===== src/rtl/mac_acc_pkg.sv =====
// Shared constants and state encoding for the nibble-serial MAC accumulator.
package mac_acc_pkg;

  localparam int unsigned NIB_W     = 4;
  localparam int unsigned IN_W_DEF  = 8;
  localparam int unsigned ACC_W_DEF = 16;
  localparam int unsigned NIBBLES   = ACC_W_DEF / NIB_W;

  typedef enum logic [1:0] {
    IDLE = 2'd0,
    ADD  = 2'd1,
    DONE = 2'd2
  } state_e;

endpackage


===== src/rtl/mac_operand_ext.sv =====
// Extends the multiplier product to accumulator width.
// MAC_ACC_SIGNED_EN selects sign extension; otherwise zero extension.
module mac_operand_ext #(
  parameter int unsigned IN_W  = 8,
  parameter int unsigned ACC_W = 16
) (
  input  logic [IN_W-1:0]  i_data,
  output logic [ACC_W-1:0] o_ext_c
);

`ifdef MAC_ACC_SIGNED_EN
  assign o_ext_c = ACC_W'($signed(i_data));
`else
  assign o_ext_c = ACC_W'(i_data);
`endif

endmodule


===== src/rtl/mac_nibble_accumulator.sv =====
// Nibble-serial accumulator driving an external 4-bit adder slice, one nibble per cycle.
// MAC_ACC_SIGNED_EN selects signed operand extension and signed overflow detection.
module mac_nibble_accumulator
  import mac_acc_pkg::*;
#(
  parameter int unsigned IN_W  = IN_W_DEF,
  parameter int unsigned ACC_W = ACC_W_DEF
) (
  input  logic             clk,
  input  logic             rst_n,
  input  logic             in_valid,
  output logic             in_ready,
  input  logic [IN_W-1:0]  in_data,
  input  logic             clear,
  output logic [NIB_W-1:0] adder_a,
  output logic [NIB_W-1:0] adder_b,
  output logic             adder_cin,
  input  logic [NIB_W-1:0] adder_sum,
  input  logic             adder_cout,
  output logic [ACC_W-1:0] acc_out,
  output logic             out_valid,
  output logic             overflow
);

  localparam int unsigned NIB_CNT = ACC_W / NIB_W;
  localparam int unsigned CNT_W   = (NIB_CNT > 1) ? $clog2(NIB_CNT) : 1;

  state_e             r_state;
  state_e             w_state_nxt;
  logic [CNT_W-1:0]   r_nib;
  logic               r_carry;
  logic [ACC_W-1:0]   r_acc;
  logic [ACC_W-1:0]   r_op;
  logic               r_ovf;
  logic [ACC_W-1:0]   w_ext;
  logic               w_last;
  logic               w_ovf_new;
  logic               w_accept;

  mac_operand_ext #(
    .IN_W  (IN_W),
    .ACC_W (ACC_W)
  ) u_ext (
    .i_data  (in_data),
    .o_ext_c (w_ext)
  );

  assign w_last   = (r_nib == CNT_W'(NIB_CNT - 1));
  assign w_accept = (r_state == IDLE) && in_valid;

`ifdef MAC_ACC_SIGNED_EN
  // r_acc MSB is still the pre-add value while the last nibble is in flight
  assign w_ovf_new = (r_op[ACC_W-1] == r_acc[ACC_W-1]) &&
                     (adder_sum[NIB_W-1] != r_acc[ACC_W-1]);
`else
  assign w_ovf_new = adder_cout;
`endif

  // State register
  always_ff @(posedge clk or negedge rst_n) begin
    if (!rst_n) r_state <= IDLE;
    else        r_state <= w_state_nxt;
  end

  // Next-state and adder-slice drive
  always_comb begin
    w_state_nxt = r_state;
    adder_a     = '0;
    adder_b     = '0;
    adder_cin   = 1'b0;
    unique case (r_state)
      IDLE: if (in_valid) w_state_nxt = ADD;
      ADD: begin
        for (int k = 0; k < NIB_CNT; k++) begin
          if (r_nib == CNT_W'(k)) begin
            adder_a = r_acc[k*NIB_W +: NIB_W];
            adder_b = r_op[k*NIB_W +: NIB_W];
          end
        end
        adder_cin = r_carry;
        if (w_last) w_state_nxt = DONE;
      end
      DONE:    w_state_nxt = IDLE;
      default: w_state_nxt = IDLE;
    endcase
  end

  // Accumulator datapath: operand capture, nibble write-back, carry and sticky overflow
  always_ff @(posedge clk or negedge rst_n) begin
    if (!rst_n) begin
      r_nib   <= '0;
      r_carry <= 1'b0;
      r_acc   <= '0;
      r_op    <= '0;
      r_ovf   <= 1'b0;
    end else begin
      if (r_state == IDLE) begin
        if (clear) begin
          r_acc <= '0;
          r_ovf <= 1'b0;
        end
        if (w_accept) begin
          r_op    <= w_ext;
          r_nib   <= '0;
          r_carry <= 1'b0;
        end
      end else if (r_state == ADD) begin
        for (int k = 0; k < NIB_CNT; k++) begin
          if (r_nib == CNT_W'(k)) r_acc[k*NIB_W +: NIB_W] <= adder_sum;
        end
        r_carry <= adder_cout;
        r_nib   <= r_nib + CNT_W'(1);
        if (w_last) r_ovf <= r_ovf | w_ovf_new;
      end
    end
  end

  assign in_ready  = (r_state == IDLE);
  assign out_valid = (r_state == DONE);
  assign acc_out   = r_acc;
  assign overflow  = r_ovf;

endmodule

===== config.mk =====
export PLATFORM = sky130hd
export DESIGN_NAME = mac_nibble_accumulator
export DESIGN_NICKNAME = d
export VERILOG_FILES = /design/src/rtl/mac_acc_pkg.sv /design/src/rtl/mac_operand_ext.sv /design/src/rtl/mac_nibble_accumulator.sv
export SDC_FILE = /design/constraint.sdc
export NUM_CORES = 1
export LEC_CHECK = 0
export CORE_MARGIN = 1.5
export CORE_UTILIZATION = 35
export DETAILED_ROUTE_END_ITERATION = 16
export GPL_ROUTABILITY_DRIVEN = 0
export SLEW_MARGIN = 25
export SYNTH_ARGS = -nofsm -noshare
export SYNTH_HDL_FRONTEND = slang
export SYNTH_HIERARCHICAL = 1
export SYNTH_SLANG_ARGS = --single-unit

===== constraint.sdc =====
create_clock -name clk -period 1.5 [get_ports clk]
set_input_delay 0.15 -clock clk [delete_from_list [all_inputs] [get_ports clk]]
set_output_delay 0.15 -clock clk [all_outputs]
set_load 0.005 [all_outputs]

==> results.yml, run 1 <==
floorplan:
  die_area_um2: 6791
  die_h_um: 82.41
  start_util_pct: 36.84
  core.rowCount: 28
  dieWidth_um: 82.41
  core-area_um2: 5991
  io_pins: 45
pwr:
  peakVddDrop_uv: 981.7
  powerDensity_nw_per_um2: 2206
  cellLeakagePower_nw: 1.708
  power.total_mw: 7.840
yosys:
  async_reset_ff_share_pct: 100.0
  synth_edf_count: 0
  syn_area_um2: 2207
  synthFlopType: "dfrtp_1"
  synthTopCellsByCount: "38 x dfrtp_1, 31 x mux2_2, 22 x buf_4"
  synth-seq-cells: 38
  ys_types: 30
  ys_warn_count: 6
  syn_area_per_cell_um2: 12.06
  synth_top_cell_by_area: "dfrtp_1"
  netlist_instances: 183
  synth.top_cell.area_share_pct: 43.08
  seq_area_frac_synth_pct: 43.08
  synth_most_common_cell: "dfrtp_1"
  ys_top_cells_by_area: "dfrtp_1 43%, mux2_2 16%, buf_4 7.5%"
cts:
  cts_tree: "built"
  htreeDepth: 2
  clk_pin_slew_ns: 0.07
  clk_latency_ns: 0.30
  cts_buffers: 5
  root_buffer: "clkbuf_8"
  clock_sinks: 38
  cts_buffer_depth: 2
global_route:
  grt_max_degree: 39
  grt_pass1_vias: 1782
  grt_pass1_wl_um: 9356
  met1_usage_pct: 25.34
  grtUsageTotal_pct: 18.83
  antenna_found_initial: 0
  grtUsageMet2_pct: 30.41
  gr-total-overflow: 0
  busiest_layer: "met2"
  met3_usage_pct: 2.747
final_layout:
  diodes: 0
  layout.nets: 295
  drive_gt1_share_pct: 53.82
  final_util_pct: 59.32
  area_growth_pct: 61.00
  stdcell_count: 350
sta:
  fmaxAchievable_ghz: 0.5206
  hold_violations: 0
  setup_slack_ns: -0.4209
  setup_violations: 32
  clock_skew_ns: 0.004880
  whs_ns: 0.4340
  tns_ns: -4.712
  period_share_pct: 128.1
  slew_headroom_pct: 66.30
  rsz0062_at_grt: "true"
  tightest_slew_ns: 0.5056
  timing.final.crit_period_ns: 1.921
  slew_viol_final: 0
drt:
  vias: 1769
  routed_via_density: 5.054
  postRouteAntennaNets: 0
  drtIter0Drc: 78
  drtPass1Iterations: 4
  drc: 0
  wl_per_cell_um: 17.71
  drt-total-wl_um: 6200
worst_setup_path:
  crit_fanout: 4
  critical_path_class: "reg -> out"
  critPathLaunch: "r_nib[0]$_DFFE_PN0P_"
  path_delay_family: "flip-flops"
  max_stage_delay_ns: 0.46
  path_cells: "inv_4 -> ha_4 -> nor2b_4 -> buf_6 -> a221oi_2 -> o41ai_2 -> buf_2"
  path_buf_inv: 3
  cp-end-kind: "primary output"
  cp.arrival_ns: 1.77
  crit_slowest_cell: "dfrtp_2"
  start_kind: "flip-flop"
  cp.required_ns: 1.35
  r2r_start: "r_nib[0]$_DFFE_PN0P_"
run_status:
  failed_checks: "setup timing"
  status: "finished with violations"
placement:
  dpl.cell_count: 316
  place_hpwl_um: 3530
  portBuffers: 44
min_path:
  hp-class: "in -> async"
flow_run:
  max-cap-violations: 0
cell families (layout without fill, tap and decap cells):
logic type / Yosys count / after routing / share of synthesized area, %
AOI/OAI and AO/OA: 40 / 40 / 19.05
DFF: 38 / 38 / 43.08
and+or+nand+nor: 35 / 35 / 9.070
buffers and inverters: 33 / 118 / 10.03
muxes: 32 / 32 / 16.33
adders and majority gates: 4 / 4 / 2.268
other: 1 / 8 / 0.1699
sequential cells by signal, summed over array words and instances, names as in the netlist:
signal and count:
r_state 2, r_nib 2, acc_out 16, r_carry 1
r_op 16, overflow 1
through the flow:
| stage | setup WS, ns | cell area (um^2) |
|---|---|---|
| final | -0.4209 | 3553 |
| after global routing | -0.5033 | 3553 |
| after floorplan | -0.005049 | 2238 |
| after detailed placement | -0.5445 | 2860 |
| after global placement | -0.5374 | 2860 |
| after CTS | -0.4373 | 3299 |
path summary, 6_finish.rpt:
kind / to / slack [ns] / cells past startpoint
min reg2reg: r_op[9]$_DFFE_PN0P_ / 0.52 / 1
max: adder_a[3] / -0.42 / 7
max in group asynchronous: r_nib[0]$_DFFE_PN0P_ / 0.69 / 3
min: r_op[1]$_DFFE_PN0P_ / 0.43 / 3
max reg2reg: acc_out[14]$_DFFE_PN0P_ / -0.13 / 6
min in group clk: r_carry$_DFFE_PN0P_ / 0.44 / 3
worst register-to-register path, cell delays in order, from the launching register on:
cell     delay (ns)
dfrtp_2        0.43
buf_4          0.15
ha_4           0.17
buf_8          0.14
buf_4          0.14
mux2_2         0.32
a22o_1         0.17
per-layer routing:
metal / routed length (um) / up-vias
li1: - / 829
met5: 0 / -
met1: 2793 / 902
met2: 3105 / 32
met3: 214 / 6
met4: 87 / 0
power breakdown:
part	total (mW)	leakage [nW]	switching, mW	internal, mW
clock	0.848	0.0575	0.383	0.465
sequential	1.83	0.473	0.367	1.47
combinational	5.16	1.18	2.05	3.11
total	7.84	1.71	2.80	5.04
timing repair:
item	CTS	global route
endpoints found under the hold margin	38	0
buffers inserted	14	12
pin swaps	13	11
resized for setup	87	56
cloned	3	2
hold buffers	1	0
endpoints found under the setup margin	34	45
final cells by class:
cell class / count / area [um^2]
inverters: 3 / 16.27
flip-flops and latches: 38 / 952.2
multi-input cells: 119 / 1308
clock buffers: 8 / 110.1
well taps: 75 / 93.84
repair buffers: 107 / 1074
fillers: 519 / 2437
cells in the final DEF (no fill, tap or decap), types with 2 or more instances in the layout:
cell type         n
buf_8             6
dlymetal6s2s_1    5
nor2b_4           4
buf_4            30
clkbuf_8          8
nor2_1            2
a22o_1           16
mux2_4           23
nand3_1           7
o41ai_4           3
buf_12            3
buf_6            22
clkdlybuf4s50_1  27
nand2b_1          2
dfrtp_1          37
nand2_1           4
a221oi_2          5
mux2_2            9
a221oi_4          2
conb_1            8
inv_4             2
nor2b_1           8
ha_4              4
buf_2            10
a21oi_1           2
o21ai_1           2
nor2b_2           2
o41ai_2           4
Power figures use the tool's default switching activity.
==> inputs of run 2 (changes only) <==
SLEW_MARGIN = 20   (was 25)
==> results of run 2 <==
The final DEF is identical to that of run 1; final timing and power are the same.
